**src/rtl/uart_rx.sv**
```systemverilog
// uart_rx: 16x-oversampling 8N1 UART receiver, LSB first.
// Ports: clk, rst (async, active-high), br_tick (16x baud strobe),
//   rx (async serial line, idle high), rx_data (last good byte),
//   rx_done (1-cycle pulse, rx_data valid), frame_err (1-cycle pulse
//   on a low stop bit), rx_busy (receiver not idle).
// Optional build macro UART_RX_MAJORITY_EN: 2-of-3 majority vote over
//   the three br_tick samples ending at each decision tick.
module uart_rx #(
    parameter int DATA_BITS   = 8,
    parameter int SYNC_STAGES = 2
) (
    input  logic                 clk,
    input  logic                 rst,
    input  logic                 br_tick,
    input  logic                 rx,
    output logic [DATA_BITS-1:0] rx_data,
    output logic                 rx_done,
    output logic                 frame_err,
    output logic                 rx_busy
);

    localparam int BCW = (DATA_BITS > 1) ? $clog2(DATA_BITS) : 1;
    localparam logic [BCW-1:0] LAST_BIT = BCW'(DATA_BITS - 1);

    localparam logic [2:0] IDLE  = 3'd0;
    localparam logic [2:0] START = 3'd1;
    localparam logic [2:0] DATA  = 3'd2;
    localparam logic [2:0] STOP  = 3'd3;
    localparam logic [2:0] BRK   = 3'd4;

    localparam logic [3:0] START_DEC = 4'd7;
    localparam logic [3:0] BIT_DEC   = 4'd15;

    // Synchronizer for the asynchronous rx pin
    logic [SYNC_STAGES-1:0] sync_q;
    logic [SYNC_STAGES-1:0] sync_d;
    logic                   rx_s;

    logic [2:0]           state_q;
    logic [2:0]           state_d;
    logic [3:0]           tick_q;
    logic [3:0]           tick_d;
    logic [BCW-1:0]       bit_q;
    logic [BCW-1:0]       bit_d;
    logic [DATA_BITS-1:0] shift_q;
    logic [DATA_BITS-1:0] shift_d;
    logic [DATA_BITS-1:0] data_q;
    logic [DATA_BITS-1:0] data_d;
    logic                 done_q;
    logic                 done_d;
    logic                 err_q;
    logic                 err_d;

    logic bit_val;

    always_comb begin
        // Shift towards the MSB; the truncating cast keeps the newest
        // SYNC_STAGES samples and also covers a single-stage chain.
        sync_d = SYNC_STAGES'({sync_q, rx});
    end

    assign rx_s = sync_q[SYNC_STAGES-1];

    always_ff @(posedge clk or posedge rst) begin
        if (rst) begin
            sync_q <= '1;
        end else begin
            sync_q <= sync_d;
        end
    end

`ifdef UART_RX_MAJORITY_EN
    // The two previous tick samples; together with the live rx_s at the
    // decision tick they form the D-2/D-1/D window.
    logic [1:0] hist_q;
    logic [1:0] hist_d;

    always_comb begin
        hist_d = hist_q;
        if (br_tick) begin
            hist_d = {hist_q[0], rx_s};
        end
    end

    always_ff @(posedge clk or posedge rst) begin
        if (rst) begin
            hist_q <= 2'b11;
        end else begin
            hist_q <= hist_d;
        end
    end

    assign bit_val = (hist_q[1] & hist_q[0]) |
                     (hist_q[1] & rx_s) |
                     (hist_q[0] & rx_s);
`else
    assign bit_val = rx_s;
`endif

    always_comb begin
        state_d = state_q;
        tick_d  = tick_q;
        bit_d   = bit_q;
        shift_d = shift_q;
        data_d  = data_q;
        done_d  = 1'b0;
        err_d   = 1'b0;
        if (br_tick) begin
            unique case (state_q)
                IDLE: begin
                    if (!rx_s) begin
                        tick_d  = '0;
                        state_d = START;
                    end
                end
                START: begin
                    if (tick_q == START_DEC) begin
                        if (!bit_val) begin
                            tick_d  = '0;
                            bit_d   = '0;
                            state_d = DATA;
                        end else begin
                            // Too short to be a start bit
                            state_d = IDLE;
                        end
                    end else begin
                        tick_d = tick_q + 4'd1;
                    end
                end
                DATA: begin
                    // 4-bit counter wraps 15->0 on the decision tick
                    tick_d = tick_q + 4'd1;
                    if (tick_q == BIT_DEC) begin
                        shift_d = {bit_val, shift_q[DATA_BITS-1:1]};
                        if (bit_q == LAST_BIT) begin
                            state_d = STOP;
                        end else begin
                            bit_d = bit_q + BCW'(1);
                        end
                    end
                end
                STOP: begin
                    tick_d = tick_q + 4'd1;
                    if (tick_q == BIT_DEC) begin
                        if (bit_val) begin
                            data_d  = shift_q;
                            done_d  = 1'b1;
                            state_d = IDLE;
                        end else begin
                            // Hold off in BRK so a stuck-low line
                            // reports a single framing error.
                            err_d   = 1'b1;
                            state_d = BRK;
                        end
                    end
                end
                BRK: begin
                    if (rx_s) begin
                        state_d = IDLE;
                    end
                end
                default: begin
                    state_d = IDLE;
                end
            endcase
        end
    end

    always_ff @(posedge clk or posedge rst) begin
        if (rst) begin
            state_q <= IDLE;
            tick_q  <= '0;
            bit_q   <= '0;
            shift_q <= '0;
            data_q  <= '0;
            done_q  <= 1'b0;
            err_q   <= 1'b0;
        end else begin
            state_q <= state_d;
            tick_q  <= tick_d;
            bit_q   <= bit_d;
            shift_q <= shift_d;
            data_q  <= data_d;
            done_q  <= done_d;
            err_q   <= err_d;
        end
    end

    assign rx_data   = data_q;
    assign rx_done   = done_q;
    assign frame_err = err_q;
    assign rx_busy   = (state_q != IDLE);

endmodule

```
**config.mk**
```make
export PLATFORM = sky130hd
export DESIGN_NAME = uart_rx
export DESIGN_NICKNAME = d
export VERILOG_FILES = /design/src/rtl/uart_rx.sv
export SDC_FILE = /design/constraint.sdc
export NUM_CORES = 1
export LEC_CHECK = 0
export CORE_MARGIN = 1
export CORE_UTILIZATION = 49
export DETAILED_ROUTE_END_ITERATION = 16
export PLACE_DENSITY = 0.73
export SYNTH_ARGS = -nofsm -noshare
export SYNTH_HDL_FRONTEND = slang
export SYNTH_SLANG_ARGS = --single-unit
```
**constraint.sdc**
```tcl
create_clock -name clk -period 2 [get_ports clk]
set_clock_uncertainty 0.2 [all_clocks]
set_input_delay 0.4 -clock clk [delete_from_list [all_inputs] [get_ports clk]]
set_output_delay 0.4 -clock clk [all_outputs]
set_load 0.01 [all_outputs]
```
==> results of run 1 <==
-- what timing repair did --
item                       in CTS  in global routing
setup endpoints to repair       4                  7
setup buffers                   2                  1
pin swaps                       1                  5
resized for setup               3                 11
-- final timing paths --
kind	startpoint	to	slack, ps
setup reg to reg	bit_q[1]	state_q[2]	70
hold reg to reg	sync_q[0]	sync_q[1]	160
min in group clk	sync_q[0]	sync_q[1]	160
hold / removal	rst	tick_q[0]	150
max in group asynchronous	rst	rx_data[0]	1000
setup / recovery	bit_q[1]	state_q[2]	70
-- power by group --
group          leakage (nW)  switching (mW)  internal (mW)
clock                0.0585           0.215          0.423
sequential            0.389          0.0839          0.719
combinational         0.430           0.298          0.322
total                 0.878           0.597           1.46
-- cell usage after synthesis, drive strengths merged (2+ instances only) --
master / n
a21oi: 3
and3: 2
buf: 4
dfrtp: 28
dfstp: 2
ha: 3
inv: 10
mux2: 16
mux2i: 3
nand2: 8
nand2b: 2
nand3: 4
nor2: 2
nor3: 5
o211ai: 2
o21ai: 6
or3: 2
or3b: 2
or4: 2
-- per-layer routing --
metal | part of all wire (%) | vias up | routed length [um]
met3 | 5.1 | 6 | 135
met5 | 0 | - | 0
li1 | - | 482 | -
met1 | 44 | 484 | 1170
met4 | 1.3 | 0 | 34
met2 | 50 | 23 | 1340
-- layout by cell type, fill, tap and decap left out, types with 2 or more instances in the layout --
master,n
clkdlybuf4s50_1,13
dfstp_2,2
mux2_2,16
dfrtp_1,27
buf_12,2
or4_1,2
nor2_1,2
nand2_1,8
a21oi_1,3
bufinv_16,2
mux2i_1,3
inv_1,10
clkbuf_4,5
nand3_1,4
o21ai_0,3
o21ai_1,2
and3_1,2
or3_1,2
buf_4,12
nand2b_1,2
nor3_1,4
-- kinds of logic (layout without fill, tap and decap cells) --
| logic type | Yosys count | after routing | synth area share [%] |
|---|---|---|---|
| AND/OR/NAND/NOR | 34 | 34 | 14.7 |
| flip-flops | 30 | 30 | 54.2 |
| multiplexers | 19 | 19 | 15.1 |
| AO/OA/AOI/OAI | 18 | 18 | 8.73 |
| buffers and inverters | 14 | 47 | 4.59 |
| adder cells (fa/ha/maj) | 3 | 3 | 2.70 |
-- cell type report --
type / instances / area (um2) / area share, %
Clock buffer: 6 / 51.3 / 2.81
Clock inverter: 2 / 60.1 / 3.29
Inverter: 10 / 37.5 / 2.05
Multi-Input combinational cell: 74 / 606 / 33.1
Sequential cell: 30 / 754 / 41.3
Tap cell: 30 / 37.5 / 2.05
Timing Repair Buffer: 29 / 282 / 15.4
-- worst reg2reg max path, cell delays in order, from the launching register on --
cell	delay, ps
dfrtp_1	400
ha_2	200
ha_4	170
or4b_4	500
o211ai_4	110
buf_6	140
o21ai_2	60
o21ai_1	80
-- metrics by stage --
| step | area (um2) | instances | setup slack, ps | hold WS, ps |
|---|---|---|---|---|
| 6_report | 1830 | 181 | 65.5 | 149 |
| 5_1_grt | 1830 | 181 | -11.9 | 166 |
| 4_1_cts | 1790 | 180 | 8.19 | 154 |
| 3_5_place_dp | 1660 | 170 | -4.19 | 147 |
| 3_3_place_gp | 1660 | 170 | 7.42 | 146 |
| 2_1_floorplan | 1390 | 118 | 40.2 | 145 |
-- flip-flops by register name (all words and copies together) (netlist names) --
signal and flops:
state_q 3, tick_q 4, frame_err 1, rx_data 8, sync_q 2, bit_q 3
shift_q 8, rx_done 1
==> impl_metrics.yaml, run 1 <==
global_route:
  grt_use_met1_pct: 24.2
  grt_use_total_pct: 20.0
  grt.busiest_layer: "met2"
  grt_pass1_wl_mm: 4.65
  antenna_found_initial: 0
  grtUsageMet3_pct: 7.73
  use_met2_pct: 32.4
  grt-ovfl-total: 0
  grt_pass1_vias: 1040
  grt_max_degree: 22
logic_synthesis:
  yosysTopAreaCell: "dfrtp_1"
  yosysTopAreaCellShare_pct: 50.4
  synth-seq-cells: 30
  ys_types: 35
  ys.flop_type: "dfrtp_1"
  yosysWarningCount: 0
  avgSynthCellArea_um2: 11.8
  seq_area_frac_synth_pct: 54.2
  synth.area.top_cells: "dfrtp_1 (50%), mux2_2 (13%), dfstp_2 (3.8%)"
  synth_area_um2: 1390
  syn_nets: 125
  synth-edff-count: 0
  syn_inst: 118
  async_flop_share_pct: 100
clock_network:
  numCtsBuffers: 5
  clock_latency_ps: 330
  path_clk_slew_ps: 100
  cts_root_buf: "clkbuf_4"
  cts_sinks: 30
  cts_buffer_depth: 2
  cts_tree: "yes"
  htree_levels: 2
  cts_hold_buf: 0
final_layout:
  finalNetCount: 157
  finalCoreUtilization_pct: 71.2
  n_antenna_cell: 0
  drive_gt1_share_pct: 34.4
  area_delta_synth_final_pct: 31.5
  final.fill_count: 198
critical_path:
  crit_type: "reg2reg"
  critPathTopFamily: "simple AND/OR/NAND/NOR gates"
  rr_worst_depth: 7
  critPathMaxStageDelay_ps: 500
  cp_cell_sequence: "ha_2, ha_4, or4b_4, o211ai_4, buf_6, o21ai_2, o21ai_1"
  slowest_stage: "or4b_4"
  cp_max_fo: 5
  worstSetupPathDepth: 7
  critPathCaptureType: "register"
  path_buf_inv: 1
  cp-start-kind: "register"
  cp.required_ps: 2070
  worstPathArrival_ps: 2000
pwr:
  peakVddDrop_v: 0.00106
  totalPowerFinal_mw: 2.06
  cellPowerDensity_nw_per_um2: 1130
  p_leak_nw: 0.878
routing:
  routedWlPerCell_um: 14.8
  vias_per_cell: 5.50
  ant_nets: 0
  drt_iter0_markers: 25
  dr.pass1.iters: 4
  vias: 995
  drt_wl_total_mm: 2.67
  drc: 0
placed_design:
  place_congestion: 0.868
  dp_hpwl_mm: 1.81
  portBuffers: 14
timing:
  setup_viol: 0
  fin_setup_tns_ps: 0
  period_needed_ps: 1930
  max_freq_mhz: 517
  rsz0062_at_grt: "yes"
  fin_crit_sh_pct: 96.7
  slew_headroom_pct: 71.3
  hold_viol: 0
  slew_violations: 0
  worst_slew_pin_slew_ps: 430
floorplanning:
  initial_core_util_pct: 54.1
  rows: 18
  core-area_um2: 2570
  die_h_um: 55.3
  die_area_um2: 3050
  die_x_um: 55.3
  io_pins: 15
min_path:
  hold_path.class: "in2async"
outcome:
  status: "completed"
job:
  maxCapViolations: 0
(Power assumes the default switching activity.)
==> run 2, diff against run 1 <==
--- a/config.mk
+++ b/config.mk
@@ -5,6 +5,7 @@
 export SDC_FILE = /design/constraint.sdc
 export NUM_CORES = 1
 export LEC_CHECK = 0
+export ABC_CLOCK_PERIOD_IN_PS = 2000
 export CORE_MARGIN = 1
 export CORE_UTILIZATION = 49
 export DETAILED_ROUTE_END_ITERATION = 16
==> results of run 2 <==
Same layout as run 1: the final DEF is identical, and so are final timing and power.
==> run 3, diff against run 2 <==
--- a/config.mk
+++ b/config.mk
@@ -6,10 +6,13 @@
 export NUM_CORES = 1
 export LEC_CHECK = 0
 export ABC_CLOCK_PERIOD_IN_PS = 2000
+export CAP_MARGIN = 20
 export CORE_MARGIN = 1
 export CORE_UTILIZATION = 49
 export DETAILED_ROUTE_END_ITERATION = 16
+export MAX_ROUTING_LAYER = met4
 export PLACE_DENSITY = 0.73
+export REMOVE_ABC_BUFFERS = 1
 export SYNTH_ARGS = -nofsm -noshare
 export SYNTH_HDL_FRONTEND = slang
 export SYNTH_SLANG_ARGS = --single-unit
==> impl_metrics.yaml, run 3 (synthesis results as in run 1) <==
timing:
  slew_violations: 0
  fin_setup_tns_ps: 0
  slew_headroom_pct: 75.7
  rsz0062_at_grt: "yes"
  fin_crit_sh_pct: 99.2
  max_freq_mhz: 504
  hold_viol: 0
  setup_viol: 0
  period_needed_ps: 1980
  worst_slew_pin_slew_ps: 364
  fin_ws_ps: 15.7
floorplanning:
  core-area_um2: 2570
  die_h_um: 55.3
  initial_core_util_pct: 54.1
  rows: 18
  die_x_um: 55.3
  die_area_um2: 3050
  io_pins: 15
final_layout:
  n_antenna_cell: 0
  area_delta_synth_final_pct: 28.8
  layout_common_cells: "dfrtp_1 (26), mux2_2 (16), buf_4 (16)"
  drive_gt1_share_pct: 36.4
  finalNetCount: 160
  final.fill_count: 188
  finalCoreUtilization_pct: 69.7
  layout_commonest_cell: "dfrtp_1"
  final_cells: 184
critical_path:
  crit_type: "reg2reg"
  cp-start-kind: "register"
  cp_max_fo: 4
  critPathCaptureType: "register"
  cp.required_ps: 2020
  critPathMaxStageDelay_ps: 530
  cp_cell_sequence: "ha_2, ha_4, or4b_4, o211ai_4, a2bb2oi_1, o21ai_1"
  worstPathArrival_ps: 2000
  critPathTopFamily: "simple AND/OR/NAND/NOR gates"
  path_buf_inv: 0
  slowest_stage: "or4b_4"
routing:
  drt_wl_total_mm: 2.57
  drt_iter0_markers: 15
  vias_per_cell: 5.48
  vias: 1008
  ant_nets: 0
  drc: 0
  dr.pass1.iters: 4
  routedWlPerCell_um: 14.0
job:
  maxCapViolations: 0
global_route:
  grt_pass1_wl_mm: 4.54
  grt_use_total_pct: 19.7
  grt-ovfl-total: 0
  antenna_found_initial: 0
  grt_pass1_vias: 1051
  grt_max_degree: 31
outcome:
  status: "completed"
placed_design:
  dp_hpwl_mm: 1.76
  portBuffers: 14
  place_congestion: 0.881
  pre_cts_ws_ps: -28.0
  dp_cells: 170
clock_network:
  htree_levels: 2
  cts_sinks: 30
  clock_latency_ps: 330
  cts_root_buf: "clkbuf_4"
  cts_buffer_depth: 2
  cts_tree: "yes"
  numCtsBuffers: 5
  path_clk_slew_ps: 90
  cts_hold_buf: 0
min_path:
  hold_path.class: "reg2reg"
pwr:
  totalPowerFinal_mw: 1.82
  peakVddDrop_v: 0.000667
  p_leak_nw: 0.863
  cellPowerDensity_nw_per_um2: 1010
-- run 3: report_power, final --
part | switching [mW] | internal, mW | total [mW] | leakage, nW
logic | 0.298 | 0.338 | 0.636 | 0.441
registers | 0.0854 | 0.720 | 0.805 | 0.387
clock network | 0.207 | 0.169 | 0.376 | 0.0343
-- run 3: repair_timing --
item                                    4_1_cts  5_1_grt
gates cloned                                  0        0
resized for setup                             4        9
setup buffers                                 5        1
endpoints found under the setup margin        4        4
pin swaps                                     2        4
-- run 3: routing by layer --
metal  wire length [um]  up-vias  GRT usage, %
li1                   -      492             -
met5                  0        -             -
met3                 77        5          4.22
met2               1270       14          32.7
met1               1180      497          22.6
met4                 44        0          9.64
-- run 3: area by class of cell --
cell class	instances	area, um2	share of cell area [%]
clock buffers	6	51.3	2.87
well taps	30	37.5	2.10
clock inverters	2	12.5	0.699
inverters	10	37.5	2.10
multi-input cells	74	604	33.8
repair buffers	32	292	16.3
flip-flops and latches	30	756	42.2
-- run 3: through the flow --
step / area [um2] / hold WS, ps
3_5_place_dp: 1640 / 148
3_3_place_gp: 1640 / 146
4_1_cts: 1750 / 161
6_report: 1790 / 158
5_1_grt: 1790 / 166
2_1_floorplan: 1360 / 145
-- run 3: path summary, 6_finish.rpt --
| path | start | endpoint | slack [ps] | depth (start not counted) |
|---|---|---|---|---|
| min in group asynchronous | rst | shift_q[6] | 250 | 3 |
| max reg2reg | bit_q[1] | state_q[1] | 20 | 6 |
| min | sync_q[0] | sync_q[1] | 160 | 0 |
| max in group asynchronous | rst | sync_q[0] | 1030 | 3 |
| min reg2reg | sync_q[0] | sync_q[1] | 160 | 0 |
| max | bit_q[1] | state_q[1] | 20 | 6 |
